$ cat src/rtl/alu_seq.sv
// Handshaked ALU: registered result and flags, with iterative shifts (optional) and
// iterative trailing-equal-bit count (diff) trading latency for area.
module alu_seq #(
  parameter int unsigned WIDTH     = 32,
  parameter bit          SEQ_SHIFT = 1'b1
) (
  input  logic             clk,
  input  logic             rst,
  input  logic             in_valid,
  output logic             in_ready,
  input  logic [WIDTH-1:0] ip1,
  input  logic [WIDTH-1:0] ip2,
  input  logic [3:0]       alu_signal,
  output logic             out_valid,
  input  logic             out_ready,
  output logic [WIDTH-1:0] out,
  output logic [2:0]       flags
);

  localparam int unsigned SW = $clog2(WIDTH);
  localparam int unsigned CW = SW + 1;

  localparam logic [3:0] OpAdd  = 4'b0001;
  localparam logic [3:0] OpAnd  = 4'b0010;
  localparam logic [3:0] OpComp = 4'b0011;
  localparam logic [3:0] OpXor  = 4'b0100;
  localparam logic [3:0] OpSll  = 4'b0101;
  localparam logic [3:0] OpSrl  = 4'b0110;
  localparam logic [3:0] OpSra  = 4'b0111;
  localparam logic [3:0] OpDiff = 4'b1000;

  typedef enum logic [1:0] {StIdle, StBusy, StDone} state_e;

  state_e            state_q, state_d;
  logic [3:0]        op_q, op_d;
  logic [WIDTH-1:0]  work_q, work_d;
  logic [CW-1:0]     cnt_q, cnt_d;
  logic [1:0]        fl_q, fl_d;
  logic [WIDTH-1:0]  out_q, out_d;
  logic [2:0]        flags_q, flags_d;

  logic [WIDTH:0]    sum;
  logic [SW-1:0]     shamt;
  logic [WIDTH-1:0]  res;
  logic              carry;
  logic              is_shift;
  logic              is_iter;
  logic [WIDTH-1:0]  step;
  logic [1:0]        fl_in;

  assign shamt    = ip2[SW-1:0];
  assign fl_in    = {ip1[WIDTH-1], (ip1 == '0)};
  assign in_ready = rst && (state_q == StIdle);
  assign out_valid = (state_q == StDone);
  assign out      = out_q;
  assign flags    = flags_q;

  // Single-cycle result; with SEQ_SHIFT only a zero-amount shift lands here.
  always_comb begin
    sum   = {1'b0, ip1} + {1'b0, ip2};
    res   = '0;
    carry = 1'b0;
    case (alu_signal)
      OpAdd: begin
        res   = sum[WIDTH-1:0];
        carry = sum[WIDTH];
      end
      OpAnd:  res = ip1 & ip2;
      OpComp: res = ~ip2 + WIDTH'(1);
      OpXor:  res = ip1 ^ ip2;
      OpSll:  res = SEQ_SHIFT ? ip1 : (ip1 << shamt);
      OpSrl:  res = SEQ_SHIFT ? ip1 : (ip1 >> shamt);
      OpSra:  res = SEQ_SHIFT ? ip1 : $unsigned($signed(ip1) >>> shamt);
      default: res = '0;
    endcase
  end

  always_comb begin
    is_shift = (alu_signal == OpSll) || (alu_signal == OpSrl) || (alu_signal == OpSra);
    is_iter  = (alu_signal == OpDiff) || (SEQ_SHIFT && is_shift && (shamt != '0));
  end

  always_comb begin
    case (op_q)
      OpSll:   step = work_q << 1;
      OpSrl:   step = work_q >> 1;
      default: step = {work_q[WIDTH-1], work_q[WIDTH-1:1]};
    endcase
  end

  always_comb begin
    state_d = state_q;
    op_d    = op_q;
    work_d  = work_q;
    cnt_d   = cnt_q;
    fl_d    = fl_q;
    out_d   = out_q;
    flags_d = flags_q;
    case (state_q)
      StIdle: begin
        if (in_valid && in_ready) begin
          op_d = alu_signal;
          fl_d = fl_in;
          if (alu_signal == OpDiff) begin
            work_d  = ip1 ^ ip2;
            cnt_d   = '0;
            state_d = StBusy;
          end else if (is_iter) begin
            work_d  = ip1;
            cnt_d   = {1'b0, shamt};
            state_d = StBusy;
          end else begin
            out_d   = res;
            flags_d = {carry, fl_in};
            state_d = StDone;
          end
        end
      end
      StBusy: begin
        if (op_q == OpDiff) begin
          if (work_q[0] || (cnt_q == CW'(WIDTH))) begin
            out_d   = WIDTH'(cnt_q);
            flags_d = {1'b0, fl_q};
            state_d = StDone;
          end else begin
            work_d = work_q >> 1;
            cnt_d  = cnt_q + CW'(1);
          end
        end else begin
          work_d = step;
          cnt_d  = cnt_q - CW'(1);
          if (cnt_q == CW'(1)) begin
            out_d   = step;
            flags_d = {1'b0, fl_q};
            state_d = StDone;
          end
        end
      end
      StDone: begin
        if (out_ready) state_d = StIdle;
      end
      default: state_d = StIdle;
    endcase
  end

  always_ff @(posedge clk) begin
    if (!rst) begin
      state_q <= StIdle;
      op_q    <= '0;
      work_q  <= '0;
      cnt_q   <= '0;
      fl_q    <= '0;
      out_q   <= '0;
      flags_q <= '0;
    end else begin
      state_q <= state_d;
      op_q    <= op_d;
      work_q  <= work_d;
      cnt_q   <= cnt_d;
      fl_q    <= fl_d;
      out_q   <= out_d;
      flags_q <= flags_d;
    end
  end

endmodule

$ cat config.mk
export PLATFORM = sky130hd
export DESIGN_NAME = alu_seq
export DESIGN_NICKNAME = d
export VERILOG_FILES = /design/src/rtl/alu_seq.sv
export SDC_FILE = /design/constraint.sdc
export NUM_CORES = 1
export LEC_CHECK = 0
export ABC_AREA = 1
export BUFFER_PORTS_ARGS = -buffer_cell sky130_fd_sc_hd__buf_2
export CORE_ASPECT_RATIO = 1.25
export CORE_UTILIZATION = 40
export DETAILED_ROUTE_END_ITERATION = 12
export HOLD_SLACK_MARGIN = 0.06
export PLACE_DENSITY_LB_ADDON = 0.05
export SKIP_CTS_REPAIR_TIMING = 1
export SKIP_LAST_GASP = 1
export SYNTH_ARGS = -nofsm -noshare
export SYNTH_HDL_FRONTEND = slang
export SYNTH_SLANG_ARGS = --single-unit
$ cat constraint.sdc
create_clock -name clk -period 2.6 [get_ports clk]
set_input_delay 0.78 -clock clk [delete_from_list [all_inputs] [get_ports clk]]
set_output_delay 0.78 -clock clk [all_outputs]
set_load 0.05 [all_outputs]
## Word level (Yosys, flattened, before mapping)

Cells that the tools add are included.

| word-level totals | value |
|---|---|
| bits in registers | 81 |
| output and inout bits | 37 |
| logic and storage cells | 90 |

| cells by class | value |
|---|---|
| bitwise logic cells | 3 |
| equal/unequal tests | 23 |
| add/subtract/negate cells | 4 |
| multiplexer cells | 37 |
| reductions and logical operators | 16 |

Operators by type and width:

| cell | count |
|---|---|
| two-way mux 32 bit | 11 |
| one-hot mux 32 bit (2 select lines) | 3 |
| one-hot mux 32 bit (5 select lines) | 1 |
| adder 32 x 32 -> 33 bit | 1 |
| adder 32 x 1 -> 32 bit (second input constant) | 1 |
| bitwise AND 32 bit | 1 |
| logical NOT 32 bit | 1 |
| NOT 32 bit | 1 |
| bitwise XOR 32 bit | 1 |
| two-way mux 6 bit | 5 |
| == test 4 x 3 -> 1 bit (second input constant) | 6 |
| two-way mux 3 bit | 6 |
| two-way mux 2 bit | 7 |
| one-hot mux 6 bit (2 select lines) | 1 |
| != test 3 bit (second input constant) | 3 |
| == test 4 x 2 -> 1 bit (second input constant) | 2 |
| == test 4 bit (second input constant) | 2 |
| AND reduction 4 bit | 2 |
| adder 6 x 1 -> 6 bit (second input constant) | 1 |
| == test 6 x 1 -> 1 bit (second input constant) | 1 |
| == test 6 bit (second input constant) | 1 |
| one-hot mux 2 bit (3 select lines) | 1 |
| one-hot mux 3 bit (2 select lines) | 1 |
| AND reduction 6 bit | 1 |
| other kinds (15) | 22 |

## Longest topological paths before layout

| depth | value |
|---|---|
| word-level depth | 9 |
| mapped depth | 15 |
| gate-level depth less buffers | 14 |

## Worst setup path before layout

No wires, ideal clock.

| timing | value |
|---|---|
| path type | input to output |
| from | in rst |
| to | out in_ready |
| cell stages on the path | 4 |
| buffers on the path | 2 |
| path slack | -0.034 ns |
| arrival | 1.854 ns |
| required time | 1.820 ns |
| cell sequence | buf_2 > inv_1 > clkbuf_1 > nor2_1 |

| on the way | value |
|---|---|
| word-level cells in the longest chain between the ends | 1 |

RTL lines:

| element | RTL line | source |
|---|---|---|
| start, declared | 8 | `input logic rst,` |
| logical AND 1 bit | 53 | `assign in_ready = rst && (state_q == StIdle);` |
| end, declared | 10 | `output logic in_ready,` |

No other way between the ends.

## Final worst setup path

| timing | value |
|---|---|
| from | in ip2[2] |
| to | reg out_q[30] (netlist: out[30]) |

| on the way | value |
|---|---|
| word-level cells in the longest chain between the ends | 7 |
| elaborated cells between the ends (all ways) | 13 |
| those cells by class | 2 x add/sub; 1 x eq/ne; 5 x mux; 1 x bitwise; 4 x reduce/logical |

RTL lines:

| element | RTL line | source |
|---|---|---|
| start, declared | 12 | `input logic [WIDTH-1:0] ip2,` |
| NOT 32 bit | 69 | `OpComp: res = ~ip2 + WIDTH'(1);` |
| adder 32 x 1 -> 32 bit | 69 |  |
| one-hot mux 32 bit (5 select lines) | 63 | `case (alu_signal)` |
| two-way mux 32 bit | 108 | `end else if (is_iter) begin` |
| two-way mux 32 bit | 104 | `if (alu_signal == OpDiff) begin` |
| two-way mux 32 bit | 101 | `if (in_valid && in_ready) begin` |
| one-hot mux 32 bit (2 select lines) | 99 | `case (state_q)` |
| end signal, assigned | 161 | `out_q <= out_d;` |
| end, declared | 39 | `logic [WIDTH-1:0] out_q, out_d;` |

Several ways; a longest one is shown, not always the timed one. The select of a mux whose other input is x is not followed.
A chain may end at the register's enable or synchronous reset.

==> run summary <==
Compared with the post-synthesis result, the final layout area differs by 28.5%. The run gives 0 as the number of antenna violations at the first check in global routing. In the synthesized netlist the async set-or-reset flop fraction comes to 0%. The setup-violating endpoint count in the final report was 0. The root buffer cell chosen for the clock tree is clkbuf_16. The part of the total power dissipated in the clock network is 16.7%, and the top-level port count is 109. The tools report the launching element type of the critical path as an input port. The routed via count came out at 11600. Across the routed clock network, the largest skew measured is 0.00813 ns. Across the VDD grid, the largest voltage drop is 0.821 mV. The most common flop cell mapped by yosys is dfxtp_1. Yosys printed 0 warnings.

The kind of end point of the critical path is a register. The floorplan has 60 rows. The worst endpoint data arrival time was 2.66 ns.

The launch point of the worst path is ip2[2]. The total CTS buffers was 9. After detailed routing, the number of vias per cell comes to 5.38. Overall global routing resource usage: 33.4%. Counting every sink on the clock net gives 81. The first global-routing pass estimated 57800 µm of wire.

The run gives 0 as the remaining number of nets flagged by the antenna check after routing. The share of synthesized area occupied by flip-flops and latches was 18.5%. Of the total synthesized cell area, the portion taken by XOR and XNOR cells is 0.598%. The share of power burned in registers is 26.1%, and the area of the core is 0.0215 mm². The worst hold path begins at fl_q[0].

The total routed wirelength is 37500 µm, and the routed length per placed instance is 17.5 µm. In this run the tightest slew margin relative to its limit is 35.2%. After legalization and detailed placement, the total HPWL measured 30400 µm.

The area of the mapped netlist is 0.00879 mm². A synthesized cell averages 5.46 µm². The number of slew-limit violations in the final report came out at 0. The critical path start-end classification is in2reg.

The pin count of the biggest net entering global routing is 71. Dividing total power by cell area gives a power density of 683 mW/mm². The fraction of the mapped netlist area in compound gates was 24.7%; the number of optimization iterations in the first detailed-route pass was 6.

Clock-pin slew was measured on the worst setup and hold paths at 0.06 ns. Once the floorplan was initialized, standard cells occupied 40.8% of the core. In this run switching power makes up 49.2% of total power. At the end of the flow the core is filled with cells to 52.4%. The worst hold path class is reg2reg.

For this run the aggregate overflow at the end of global routing stands at 0. The clock tree synthesis step divided the H-tree into 3 levels. The die is 135 µm wide. The repair_antennas step left the layout with diodes totalling 0. Worst-case clock buffer depth: 2. Yosys mapped a number of flops with a built-in enable equal to 0. TritonCTS built the clock tree. In the routed design, unresolved DRC markers number 0.

Of the total power, combinational logic draws 57.1%. The run finished with clean final reports. The number of nets produced by synthesis is 1721, and the final-stage net count is 1973.

The hold violation count in the final report is 0. The congestion estimate from routability-driven global placement came to 0.949. The die area is 0.0226 mm², and the time the worst path needs with I/O delays and setup is 2.43 ns.

The number of global-route vias before repair is 10900, and the cell count after synthesis is 1610. The run gives 0 as the count of max-cap constraint violations. The biggest fanout along the worst timing path was 3; the fraction of final layout cells with drive strength greater than 1 was 18.2%. In this run the power spent charging and discharging nets is 0.00380 W. The setup TNS was 0 ns; the required time of the critical path was 2.83 ns. The static leakage power was 5.90 nW; the transition time at the pin with the least slew margin was 0.968 ns. Setup repair after global routing could not meet its margin everywhere. The flip-flop and latch count after synthesis was 81; the clock latency reported for the late side of the worst-skew pair was 0.34 ns. The die is 168 µm tall. The arithmetic-cell share of the synthesized area counting full adders, half adders and majority gates came out at 5.55%. In this run, distinct cell masters in the synthesized netlist total 39. The quantity of I/O buffers inserted on ports is 108, and the post-route fraction of the period consumed by the critical path is 93.4%. The internal power of the cells totals 0.00392 W. The achievable clock frequency is 412 MHz. In this run the critical register-to-register path is launched from op_q[1]. The fraction of the mapped netlist area in simple logic gates works out to 36.7%. After synthesis, the largest family of logic cells by area is simple AND/OR/NAND/NOR gates. After the first detailed-routing iteration, the DRC count stood at 965. The multiplexer share of the synthesized area is 0%.
## power groups by stage
stage	Combinational (W)	Sequential, W	Clock (W)
finish	0.00441	0.00202	0.00129
global route	0.00486	0.00207	0.00136
CTS	0.00437	0.00201	0.00131
detailed placement	0.00435	0.00202	0
global placement	0.00431	0.00203	0
floorplan	0.00250	0.00240	0
## routing by layer
layer	GRT usage, %	wire, µm	share of wire, %
met1	43.8	16500	44
met2	56.8	17500	47
met3	2.85	2420	6.4
met4	11.8	1140	3.0
met5	0	0	0
## worst max-delay path: stages
cell and delay, ns:
buf_2 0.10, inv_1 0.20, buf_4 0.16, nand2_1 0.06, nor2_1 0.14, buf_4 0.17
nand2_1 0.07, nor3_1 0.18, buf_4 0.18, nand2_1 0.05, nand2_1 0.05, nand2_1 0.10
a21oi_1 0.16, nand2_1 0.10, nand2_1 0.08, a21oi_1 0.06
## path summary, 6_finish.rpt
| check | to | slack (ns) | depth (start not counted) |
|---|---|---|---|
| worst max-delay path | out[30] | 0.17 | 16 |
| worst min-delay path | fl_q[0] | 0.46 | 2 |
| worst max register to register | out[17] | 0.48 | 11 |
| worst min register to register | fl_q[0] | 0.46 | 2 |
## registers in the layout, summed over array words and instances (netlist names)
signal / cells
cnt_q: 6
flags: 3
work_q: 32
fl_q: 2
op_q: 4
state_q: 2
out: 32
## metrics by stage
stage,instances,cell area (µm²),setup slack [ns],power (W),hold slack (ns)
2_1_floorplan,1610,8790,0.179,0.00489,0.436
3_3_place_gp,2130,11000,-0.123,0.00634,0.447
3_5_place_dp,2130,11000,-0.170,0.00637,0.464
4_1_cts,2146,11300,0.189,0.00769,0.468
5_1_grt,2146,11300,-0.00541,0.00829,0.484
6_report,2146,11300,0.171,0.00771,0.462
## cell usage after synthesis (all sizes together), types with 4 or more instances
master	n	area (µm²)
a21oi	155	776
nand3	117	586
clkbuf	40	151
or2	4	25.0
dfxtp	81	1620
xor2	6	52.6
a31oi	31	194
nor2	163	638
nand2	411	1550
nor3	37	185
o22ai	23	144
ha	39	488
o211ai	13	97.6
a221oi	7	61.3
buf	23	135
inv	253	950
nand4	24	171
o21ai	163	816
## area by class of cell
cell class / count / area, µm²
clock buffers: 12 / 246
repair buffers: 304 / 2120
inverters: 253 / 950
well taps: 279 / 349
flip-flops and latches: 81 / 1620
multi-input cells: 1213 / 5950
fillers: 2372 / 10200
clock inverters: 4 / 52.6
## cells by family (layout without fill, tap and decap cells)
group,count (synthesis),after routing
AND/OR/NAND/NOR,766,766
AO/OA/AOI/OAI,402,402
buffers and inverters,316,573
flip-flops,81,81
adder cells (fa/ha/maj),39,39
XOR/XNOR,6,6
## cells in the final DEF (no fill, tap or decap), types with 23 or more instances in the layout
cell type and count:
a21oi_1 155, buf_2 108, nor3_1 35, nand3_1 115
nor2_1 159, a31oi_1 31, dfxtp_1 81, buf_4 187
o22ai_1 23, ha_1 39, nand2_1 409, o21ai_0 141
inv_1 247
Note: power is estimated with default switching activity, not from simulation.
